[src/rtl/mem_pkg.sv]
// Shared constants, types and the parity helper for the tester scratch-storage bank.
// Pure definitions: no latency, no flow control.
// The bank, its parity sub-module and the command decoder all import this package.
package mem_pkg;

    localparam int MEM_WIDTH_DEF  = 6;
    localparam int MEM_DEPTH_DEF  = 8;
    localparam int MEM_ADDR_W_DEF = (MEM_DEPTH_DEF > 1) ? $clog2(MEM_DEPTH_DEF) : 1;
    // Widest data word the parity helper accepts; narrower words are zero-extended.
    localparam int MEM_PAR_MAX_W  = 64;

    typedef struct packed {
        logic                      en;
        logic [MEM_ADDR_W_DEF-1:0] addr;
        logic [MEM_WIDTH_DEF-1:0]  data;
    } mem_req_t;

    function automatic logic calc_parity(input logic [MEM_PAR_MAX_W-1:0] dat);
        return ^dat;
    endfunction

endpackage

[src/rtl/mem_bank_par.sv]
// Even-parity generate on the write path and check on the read path for mem_bank.
// Purely combinational: zero latency, no flow control.
// par_flip inverts the generated bit so that a read error can be injected on purpose.
module mem_bank_par
    import mem_pkg::*;
#(
    parameter int WIDTH = MEM_WIDTH_DEF
) (
    input  logic [WIDTH-1:0] wr_dat,
    input  logic             par_flip,
    output logic             wr_par,
    input  logic [WIDTH-1:0] rd_dat,
    input  logic             rd_par,
    output logic             rd_perr
);

    assign wr_par  = calc_parity(MEM_PAR_MAX_W'(wr_dat)) ^ par_flip;
    assign rd_perr = calc_parity(MEM_PAR_MAX_W'(rd_dat)) ^ rd_par;

endmodule

[src/rtl/mem_bank.sv]
// DEPTH x WIDTH flop-array scratch store: addressed write, registered read, written-flags, range errors.
// Write ack and read data appear 1 cycle after the request; one write and one read can be accepted every cycle.
// No backpressure: every in-range request is accepted. MEM_BANK_PARITY_EN adds per-entry parity and in_par_flip.
module mem_bank
    import mem_pkg::*;
#(
    parameter  int WIDTH  = MEM_WIDTH_DEF,
    parameter  int DEPTH  = MEM_DEPTH_DEF,
    localparam int ADDR_W = (DEPTH > 1) ? $clog2(DEPTH) : 1
) (
    input  logic              in_clk,
    input  logic              in_rst,
    input  logic              in_wr_en,
    input  logic [ADDR_W-1:0] in_wr_addr,
    input  logic [WIDTH-1:0]  in_wr_data,
    output logic              mem_wrt_rd,
    input  logic              in_rd_en,
    input  logic [ADDR_W-1:0] in_rd_addr,
    output logic [WIDTH-1:0]  out_mem,
    output logic              out_rd_valid,
    input  logic              in_clr,
    output logic [DEPTH-1:0]  out_written,
    output logic              out_addr_err,
    output logic              out_rd_perr
`ifdef MEM_BANK_PARITY_EN
    ,
    input  logic              in_par_flip
`endif
);

    localparam logic [ADDR_W:0] DEPTH_L = DEPTH[ADDR_W:0];

    logic [WIDTH-1:0] mem_q [DEPTH];
    logic [WIDTH-1:0] mem_d [DEPTH];
    logic [DEPTH-1:0] written_q, written_d;
    logic [WIDTH-1:0] out_mem_q, out_mem_d;
    logic             wrt_vld_q, wrt_vld_d;
    logic             rd_vld_q, rd_vld_d;
    logic             addr_err_q, addr_err_d;

    logic             wr_ok, rd_ok, bypass;
    logic [WIDTH-1:0] rd_dat;

    // Request decode and read mux; a same-address write in this cycle wins over stored data.
    always_comb begin
        wr_ok  = in_wr_en && ({1'b0, in_wr_addr} < DEPTH_L);
        rd_ok  = in_rd_en && ({1'b0, in_rd_addr} < DEPTH_L);
        bypass = wr_ok && (in_wr_addr == in_rd_addr);
        rd_dat = '0;
        for (int i = 0; i < DEPTH; i++) begin
            if (in_rd_addr == i[ADDR_W-1:0]) begin
                rd_dat = mem_q[i];
            end
        end
        if (bypass) begin
            rd_dat = in_wr_data;
        end
    end

    always_comb begin
        mem_d      = mem_q;
        written_d  = in_clr ? '0 : written_q;
        out_mem_d  = rd_ok ? rd_dat : out_mem_q;
        wrt_vld_d  = wr_ok;
        rd_vld_d   = rd_ok;
        addr_err_d = (in_wr_en && !wr_ok) || (in_rd_en && !rd_ok);
        for (int i = 0; i < DEPTH; i++) begin
            if (wr_ok && (in_wr_addr == i[ADDR_W-1:0])) begin
                mem_d[i]     = in_wr_data;
                written_d[i] = 1'b1;
            end
        end
    end

    always_ff @(posedge in_clk or posedge in_rst) begin
        if (in_rst) begin
            for (int i = 0; i < DEPTH; i++) begin
                mem_q[i] <= '0;
            end
            written_q  <= '0;
            out_mem_q  <= '0;
            wrt_vld_q  <= 1'b0;
            rd_vld_q   <= 1'b0;
            addr_err_q <= 1'b0;
        end else begin
            mem_q      <= mem_d;
            written_q  <= written_d;
            out_mem_q  <= out_mem_d;
            wrt_vld_q  <= wrt_vld_d;
            rd_vld_q   <= rd_vld_d;
            addr_err_q <= addr_err_d;
        end
    end

    assign mem_wrt_rd   = wrt_vld_q;
    assign out_rd_valid = rd_vld_q;
    assign out_mem      = out_mem_q;
    assign out_written  = written_q;
    assign out_addr_err = addr_err_q;

`ifdef MEM_BANK_PARITY_EN
    logic [DEPTH-1:0] par_q, par_d;
    logic             wr_par, rd_par, rd_perr;
    logic             perr_q, perr_d;

    mem_bank_par #(
        .WIDTH (WIDTH)
    ) u_par (
        .wr_dat   (in_wr_data),
        .par_flip (in_par_flip),
        .wr_par   (wr_par),
        .rd_dat   (rd_dat),
        .rd_par   (rd_par),
        .rd_perr  (rd_perr)
    );

    // Parity follows the same write-first bypass as the data it protects.
    always_comb begin
        rd_par = 1'b0;
        for (int i = 0; i < DEPTH; i++) begin
            if (in_rd_addr == i[ADDR_W-1:0]) begin
                rd_par = par_q[i];
            end
        end
        if (bypass) begin
            rd_par = wr_par;
        end
    end

    always_comb begin
        par_d = par_q;
        for (int i = 0; i < DEPTH; i++) begin
            if (wr_ok && (in_wr_addr == i[ADDR_W-1:0])) begin
                par_d[i] = wr_par;
            end
        end
    end

    assign perr_d = rd_ok && rd_perr;

    always_ff @(posedge in_clk or posedge in_rst) begin
        if (in_rst) begin
            par_q  <= '0;
            perr_q <= 1'b0;
        end else begin
            par_q  <= par_d;
            perr_q <= perr_d;
        end
    end

    assign out_rd_perr = perr_q;
`else
    assign out_rd_perr = 1'b0;
`endif

endmodule
[config.mk]
export PLATFORM = sky130hd
export DESIGN_NAME = mem_bank
export DESIGN_NICKNAME = d
export VERILOG_FILES = /design/src/rtl/mem_pkg.sv /design/src/rtl/mem_bank_par.sv /design/src/rtl/mem_bank.sv
export SDC_FILE = /design/constraint.sdc
export NUM_CORES = 1
export LEC_CHECK = 0
export CORE_ASPECT_RATIO = 1.75
export CORE_MARGIN = 1
export CORE_UTILIZATION = 59
export CTS_CLUSTER_DIAMETER = 200
export DETAILED_ROUTE_END_ITERATION = 8
export PLACE_DENSITY = 0.84
export SLEW_MARGIN = 20
export SYNTH_ARGS = -nofsm -noshare
export SYNTH_HDL_FRONTEND = slang
export SYNTH_SLANG_ARGS = --single-unit
[constraint.sdc]
create_clock -name in_clk -period 3.3 [get_ports in_clk]
set_input_delay 0.66 -clock in_clk [delete_from_list [all_inputs] [get_ports in_clk]]
set_output_delay 0.66 -clock in_clk [all_outputs]
set_load 0.02 [all_outputs]
==> flow_summary.json, run 1 <==
{
  "numPortBuffers": 32,
  "hold_class": "reg2reg",
  "worst_slew_pin_slew_ns": 0.7811,
  "finalCriticalPeriod_ns": 2.262,
  "hold_buffers": 0,
  "drive_above_1_share_pct": 31.35,
  "core-area_sq_um": 4748,
  "fp.dieH_um": 95.27,
  "cts_setup_buffers": 0,
  "row_count": 33,
  "finalHoldViolations": 0,
  "dp_hpwl_um": 4183,
  "syn_inst": 209,
  "max-slew-margin-rel_pct": 47.64,
  "yosysMostFrequentCell": "dfrtp_1",
  "synth_edf_count": 0,
  "dieArea_sq_um": 5268,
  "synth-seq-cells": 64,
  "htreeDepth": 3,
  "insertion_delay_ns": 0.33,
  "synth_area_sq_um": 2933,
  "areaGrowthSynthToFinish_pct": 17.24,
  "drtPass1Iterations": 4,
  "antenna_found_initial": 0,
  "setup_viol": 0,
  "drt_wl_total_um": 6067,
  "avgSynthCellArea_sq_um": 14.03,
  "worstPathMaxFanout": 9,
  "cap_violations": 0,
  "grt-ovfl-total": 0,
  "antenna_left": 0,
  "worstSetupPathType": "in2reg",
  "leakagePower_uw": 0.001502,
  "status": "completed",
  "nFillCells": 326,
  "synth_top_cell_by_area": "dfrtp_1",
  "ys_warn_count": 0,
  "remaining_drc_errors": 0,
  "timing.fmax_mhz": 442.2,
  "rsz0062_at_grt": "false",
  "wl_per_cell_um": 19.96,
  "avgViaCountPerCell": 6.201,
  "cts_buffers": 9,
  "gp_congestion": 0.7872,
  "nets": 264,
  "crit_arrival_ns": 2.48,
  "ios": 35,
  "die_w_um": 55.30,
  "clock_sinks": 64,
  "grt_pass1_vias": 1966,
  "synth_flop_cell": "dfrtp_1",
  "initial_core_util_pct": 61.77,
  "fin_crit_sh_pct": 68.53,
  "clkSlewWorstSetupHoldPaths_ns": 0.07,
  "finalClockSkew_ns": 0.007247,
  "irDropWorstVdd_mv": 0.4703,
  "synth.top_cell.area_share_pct": 54.61,
  "first_iter_violations": 43,
  "synth.area.top_cells": "dfrtp_1 55%, mux2_2 18%, mux2i_1 4.8%",
  "fin_tns_setup_ns": 0,
  "cts_root_buffer": "clkbuf_8",
  "antenna_cells": 0,
  "synthArstFlopShare_pct": 100.0,
  "globalRouteTotalUtil_pct": 26.33,
  "tritoncts": "yes",
  "synthTopCellsByCount": "64 x dfrtp_1, 48 x mux2_2, 14 x mux2i_1",
  "cts.path.max_buffers": 2,
  "utilization_pct": 72.41,
  "grt_pass1_wl_um": 10090,
  "synthDistinctLibCells": 33,
  "ys_seq_area_share_pct": 54.61,
  "cp-start-kind": "input port",
  "worst_setup_path_end_kind": "register",
  "grt_max_degree": 27,
  "via_count": 1885,
  "required_ns": 3.52,
  "ctsResizeCount": 0,
  "power_density_nw_per_um2": 575.2,
  "finalMaxSlewViolations": 0
}
-- worst max-delay path: stages --
cell and delay, ns:
clkdlybuf4s50_1 0.69, nand2_1 0.11, nor3_2 0.60, mux2_2 0.41
-- flip-flops by register name (all words and copies together) (netlist names) --
register	flops
mem_wrt_rd	1
out_mem	6
out_rd_valid	1
out_written	8
mem_q	48
-- power breakdown --
group	total (uW)	switching [uW]	internal, uW
logic	394	172	222
registers	1010	78.2	936
clock network	569	278	291
-- final timing paths --
path                                      from  slack [ns]  cells past startpoint              to
worst max-delay path                  in_wr_en        1.04                      4       mem_q[21]
worst min-delay path            out_written[4]        0.48                      1  out_written[4]
worst max register to register        mem_q[5]        2.09                      3      out_mem[5]
worst min register to register  out_written[4]        0.48                      1  out_written[4]
max in group asynchronous               in_rst        1.94                      3    out_rd_valid
min in group asynchronous               in_rst        0.69                      2        mem_q[9]
-- logic make-up after synthesis --
logic type	after synthesis	synth area share [%]
AOI/OAI and AO/OA	29	6.784
xor gates and xnor gates	3	1.152
buffers and inverters	19	4.138
DFF	64	54.61
muxes	66	26.28
other	1	0.1279
and+or+nand+nor	27	6.912
-- placed cells by master, fill, tap and decap left out, drive strengths merged, types with 6 or more instances in the layout --
cell type	synthesis	layout
mux2	48	48
mux2i	14	14
inv	7	7
buf	11	6
o22ai	6	6
dfrtp	64	64
nand2	10	10
clkdlybuf4s50	0	32
clkbuf	1	13
-- final cells by class --
type	count	area (sq um)	area share (%)
Clock buffer	13	148.9	4.330
Timing Repair Buffer	38	365.4	10.63
Multi-Input combinational cell	127	1214	35.30
Inverter	7	26.28	0.7642
Sequential cell	64	1602	46.58
Clock inverter	3	17.52	0.5095
Tap cell	52	65.06	1.892
-- per-layer routing --
metal	global-route usage, %	part of all wire (%)	vias to the layer above
li1	-	-	842
met1	31.94	40	968
met2	43.37	53	57
met3	3.664	3.4	18
met4	18.54	3.9	0
met5	0	0	-
-- stage by stage --
step	cell area [sq um]	power (uW)	worst slack [ns]	std cells	hold WS [ns]
2_1_floorplan	2937	1286	1.042	210	0.4739
3_3_place_gp	3272	1399	0.6890	288	0.4657
3_5_place_dp	3272	1424	0.6718	288	0.4651
4_1_cts	3438	1992	1.025	304	0.4805
5_1_grt	3438	2073	0.9451	304	0.4946
6_report	3438	1978	1.038	304	0.4759
(Power assumes the default switching activity.)
==> run 2: changes to the inputs <==
--- a/config.mk
+++ b/config.mk
@@ -7,10 +7,10 @@
 export LEC_CHECK = 0
 export CORE_ASPECT_RATIO = 1.75
 export CORE_MARGIN = 1
-export CORE_UTILIZATION = 59
+export CORE_UTILIZATION = 55
 export CTS_CLUSTER_DIAMETER = 200
 export DETAILED_ROUTE_END_ITERATION = 8
-export PLACE_DENSITY = 0.84
+export PLACE_DENSITY = 0.79
 export SLEW_MARGIN = 20
 export SYNTH_ARGS = -nofsm -noshare
 export SYNTH_HDL_FRONTEND = slang
==> constraint.sdc (replaced) <==
create_clock -name in_clk -period 2.2 [get_ports in_clk]
set_input_delay 0.44 -clock in_clk [delete_from_list [all_inputs] [get_ports in_clk]]
set_output_delay 0.44 -clock in_clk [all_outputs]
set_load 0.02 [all_outputs]
==> run 2 against run 1 <==
Net effect: the run now ends with design-rule violations left; non-clock buffer count is 13 higher; sequential share of layout area is 3.0 points lower; via count is 0.64% lower; die area is 7.1% higher; global-route usage is 1.7 points lower; power is 75% higher; first-iteration DRC count is 33% lower; clock skew is 0.0015 ns lower; critical path depth stayed put; clock power is 140% higher; routed wire length is 0.69% lower; critical endpoint is now mem_q[31].
==> flow_summary.json, run 2 (synthesis gave the netlist of run 1 again) <==
{
  "status": "finished, violations left",
  "violations": "design-rule violations",
  "htreeDepth": 3,
  "cts_buffers": 9,
  "remaining_drc_errors": 1,
  "power_density_nw_per_um2": 940.9,
  "die_w_um": 57.20,
  "grt_max_degree": 25,
  "top_register": "mem_q",
  "cts_setup_buffers": 0,
  "antenna_left": 0,
  "irDropWorstVdd_mv": 0.9406,
  "hold_class": "in2async",
  "place_ws_ns": 0.01339,
  "areaGrowthSynthToFinish_pct": 25.38,
  "final_cell_mix": "64 x dfrtp_1, 48 x mux2_2, 32 x clkdlybuf4s50_1, 16 x buf_4, 14 x mux2i_1",
  "fin_tns_setup_ns": 0,
  "nFillCells": 349,
  "final_common_cell": "dfrtp_1",
  "dp_hpwl_um": 4250,
  "timing.fmax_mhz": 548.8,
  "finalClockSkew_ns": 0.005728,
  "grt_pass1_wl_um": 10050,
  "initial_core_util_pct": 57.93,
  "crit_arrival_ns": 2.04,
  "finalCriticalPeriod_ns": 1.822,
  "hold_buffers": 0,
  "grt_pass1_vias": 1991,
  "insertion_delay_ns": 0.34,
  "worst_slew_pin_slew_ns": 0.5429,
  "cp-startpoint": "in_wr_en",
  "leakagePower_uw": 0.001620,
  "p_total_uw": 3460,
  "clkSlewWorstSetupHoldPaths_ns": 0.07,
  "ctsResizeCount": 0,
  "gp_congestion": 0.8146,
  "fin_crit_sh_pct": 82.82,
  "finalMaxSlewViolations": 0,
  "via_count": 1873,
  "globalRouteTotalUtil_pct": 24.63,
  "worstSetupPathType": "in2reg",
  "required_ns": 2.42,
  "fp.dieH_um": 98.60,
  "nets": 277,
  "tritoncts": "yes",
  "grt-ovfl-total": 0,
  "clock_sinks": 64,
  "cts.path.max_buffers": 2,
  "drt_wl_total_um": 6025,
  "first_iter_violations": 29,
  "worst_setup_path_end_kind": "register",
  "antenna_found_initial": 0,
  "dieArea_sq_um": 5640,
  "row_count": 34,
  "cap_violations": 0,
  "core-area_sq_um": 5062,
  "ios": 35,
  "final.setup.worst_slack_ns": 0.3780,
  "numPortBuffers": 32,
  "max-slew-margin-rel_pct": 63.76,
  "finalHoldViolations": 0,
  "rsz0062_at_grt": "false",
  "setup_viol": 0,
  "antenna_cells": 0,
  "r2r_start": "mem_q[5]",
  "worstPathMaxFanout": 7,
  "cp-start-kind": "input port",
  "drive_above_1_share_pct": 35.85,
  "cts_root_buffer": "clkbuf_8",
  "largest_reg_flops": 48,
  "wl_per_cell_um": 18.89,
  "drtPass1Iterations": 6,
  "avgViaCountPerCell": 5.871
}
==> run 2: power by group <==
| part | internal (uW) | switching [uW] | leakage (uW) |
|---|---|---|---|
| clock | 869 | 467 | 0.000126 |
| combinational | 351 | 262 | 0.000719 |
| sequential | 1400 | 110 | 0.000775 |
==> run 2: worst paths after layout <==
| path | cells after the start | slack (ns) | endpoint |
|---|---|---|---|
| hold reg to reg | 1 | 0.48 | out_written[4] |
| min in group in_clk | 1 | 0.48 | out_written[4] |
| max in group asynchronous | 3 | 1.24 | mem_q[14] |
| setup reg to reg | 3 | 0.99 | out_mem[5] |
| setup / recovery | 4 | 0.38 | mem_q[31] |
| hold / removal | 2 | 0.47 | mem_q[45] |
==> run 2: cell type report <==
cell class	count	area, sq um	share of cell area [%]
inverters	7	26.28	0.7145
clock inverters	7	143.9	3.913
multi-input cells	127	1214	33.00
clock buffers	9	123.9	3.368
flip-flops and latches	64	1602	43.55
repair buffers	51	500.5	13.61
well taps	54	67.56	1.837
==> run 2: through the flow <==
step | hold WS, ns | area, sq um | utilization, % | std cells
2_1_floorplan | 0.4714 | 2937 | - | 210
3_3_place_gp | 0.4668 | 3410 | 67.35 | 303
3_5_place_dp | 0.4691 | 3410 | 67.35 | 303
4_1_cts | 0.4684 | 3677 | 72.64 | 319
5_1_grt | 0.4988 | 3677 | 72.64 | 319
6_report | 0.4660 | 3677 | 72.64 | 319
==> run 2: layer usage <==
metal	share of wire, %	up-vias	wire length (um)	global-route usage, %
li1	-	865	-	-
met1	38	954	2311	28.11
met2	56	39	3357	43.35
met3	2.9	15	177	4.068
met4	3.0	0	178	12.76
met5	0	-	0	0
==> run 2: critical path: stages <==
cell             delay (ns)
clkdlybuf4s50_1        0.63
nand2b_4               0.12
nor3b_4                0.45
mux2_2                 0.39
==> run 3: changes to the inputs <==
==> constraint.sdc (replaced) <==
create_clock -name in_clk -period 1.9 [get_ports in_clk]
set_input_delay 0.38 -clock in_clk [delete_from_list [all_inputs] [get_ports in_clk]]
set_output_delay 0.38 -clock in_clk [all_outputs]
set_load 0.02 [all_outputs]
==> run 3 against run 2 <==
Net effect: the flow now finishes without violations; sequential cell count is the same; sequential share of layout area shrank 0.32 points; global-route usage grew 0.39 points; sequential power grew 17%; register-to-register slack lost 0.31 ns; clock skew grew 0.0015 ns; final cell count grew 1.9%; routed wire length grew 1.3%; non-clock buffer count grew 6; clock power shrank 4%; clock-buffer cell count grew 2; highest routed layer unchanged.
==> flow_summary.json, run 3 (synthesis gave the netlist of run 1 again) <==
{
  "status": "completed",
  "fp.dieH_um": 98.60,
  "cts_setup_buffers": 0,
  "clkSlewWorstSetupHoldPaths_ns": 0.07,
  "final_cell_mix": "64 x dfrtp_1, 48 x mux2_2, 32 x clkdlybuf4s50_1, 20 x buf_4, 14 x mux2i_1",
  "antenna_found_initial": 0,
  "die_w_um": 57.20,
  "cts_buffers": 9,
  "core-area_sq_um": 5062,
  "required_ns": 1.52,
  "worstSetupPathType": "reg2out",
  "hold_class": "in2async",
  "row_count": 34,
  "stdcell_area_sq_um": 3705,
  "final_common_cell": "dfrtp_1",
  "fin_tns_setup_ns": 0,
  "cts_root_buffer": "clkbuf_8",
  "ctsResizeCount": 0,
  "seqCellArea_sq_um": 1602,
  "crit_family": "buffers and inverters",
  "cp_slowest_stage_delay_ns": 0.61,
  "fin_crit_sh_pct": 88.28,
  "dieArea_sq_um": 5640,
  "grt-ovfl-total": 0,
  "gp_congestion": 0.7802,
  "numPortBuffers": 32,
  "dp_hpwl_um": 4234,
  "first_iter_violations": 99,
  "r2r-end": "out_mem[5]",
  "cp-startpoint": "out_written[4]",
  "drive_above_1_share_pct": 36.90,
  "avgViaCountPerCell": 5.895,
  "cap_violations": 0,
  "path_cells": "clkdlybuf4s50_1",
  "critPathBufInv": 1,
  "largest_reg_flops": 48,
  "initial_core_util_pct": 57.93,
  "antenna_left": 0,
  "nFillCells": 376,
  "worstPathMaxFanout": 2,
  "grt_max_degree": 65,
  "drt_wl_total_um": 6103,
  "rsz0062_at_grt": "false",
  "ff2ff_setup_slack_ns": 0.68,
  "multiInputGateArea_sq_um": 1214,
  "place_area_sq_um": 3483,
  "r2r_start": "mem_q[5]",
  "wl_per_cell_um": 18.78,
  "power_density_nw_per_um2": 1017,
  "finalHoldViolations": 0,
  "timing.fmax_mhz": 596.2,
  "top_register": "mem_q",
  "setup_viol": 0,
  "cts.path.max_buffers": 2,
  "ios": 35,
  "tritoncts": "yes",
  "globalRouteTotalUtil_pct": 25.02,
  "leakagePower_uw": 0.001639,
  "grt_pass1_wl_um": 10290,
  "crit_arrival_ns": 1.30,
  "remaining_drc_errors": 0,
  "cp-start-kind": "register",
  "r2r_cells": 3,
  "htreeDepth": 3,
  "grt_pass1_vias": 2011,
  "crit_path_top_delay_cell": "clkdlybuf4s50_1",
  "drtPass1Iterations": 4,
  "clock_sinks": 64,
  "nets": 283,
  "irDropWorstVdd_mv": 0.7088,
  "via_count": 1916,
  "insertion_delay_ns": 0.33,
  "finalCriticalPeriod_ns": 1.677,
  "finalClockSkew_ns": 0.007228,
  "p_total_uw": 3768,
  "worst_setup_path_end_kind": "output port",
  "areaGrowthSynthToFinish_pct": 26.32,
  "antenna_cells": 0,
  "hold_buffers": 0,
  "finalMaxSlewViolations": 0
}
-- run 3: worst register-to-register path: stages (launching register included) --
cell and delay, ns:
dfrtp_1 0.38, mux4_2 0.48, mux2i_1 0.15, a21oi_1 0.08
-- run 3: metrics by stage --
| stage | setup slack, ns | util [%] | cells | hold WS [ns] |
|---|---|---|---|---|
| finish | 0.2227 | 73.18 | 325 | 0.4704 |
| global route | 0.1837 | 73.18 | 325 | 0.5086 |
| CTS | 0.2023 | 73.18 | 325 | 0.4922 |
| detailed placement | -0.07649 | 68.81 | 309 | 0.4764 |
| global placement | -0.03893 | 68.81 | 309 | 0.4709 |
| floorplan | 0.4385 | - | 210 | 0.4114 |
-- run 3: where the power goes --
part	internal [uW]	switching, uW
clock network	773	514
registers	1620	134
logic	415	308
total	2810	956
-- run 3: worst max-delay path by stage --
stage	end	slack, ns	cells after the start
after floorplan	mem_q[30]	0.44	4
after global routing	out_mem[3]	0.18	6
final	out_written[4]	0.22	1
after global placement	mem_q[32]	-0.04	5
after detailed placement	mem_q[31]	-0.08	5
after CTS	out_written[4]	0.20	1
-- run 3: layer usage --
layer  GRT usage (%)  up-vias  part of all wire [%]
met5               0        -                     0
met4           9.568        0                   1.7
met3           6.299       10                   3.2
met2           42.08       40                    54
met1           30.69      992                    41
li1                -      874                     -
-- run 3: cell type report --
class                      count  share of cell area [%]
timing repair buffer          57                   15.40
clock buffer                  11                   3.816
inverter                       7                  0.8105
tap                           54                   1.824
clock inverter                 5                   2.161
multi-input combinational    127                   32.76
sequential                    64                   43.23
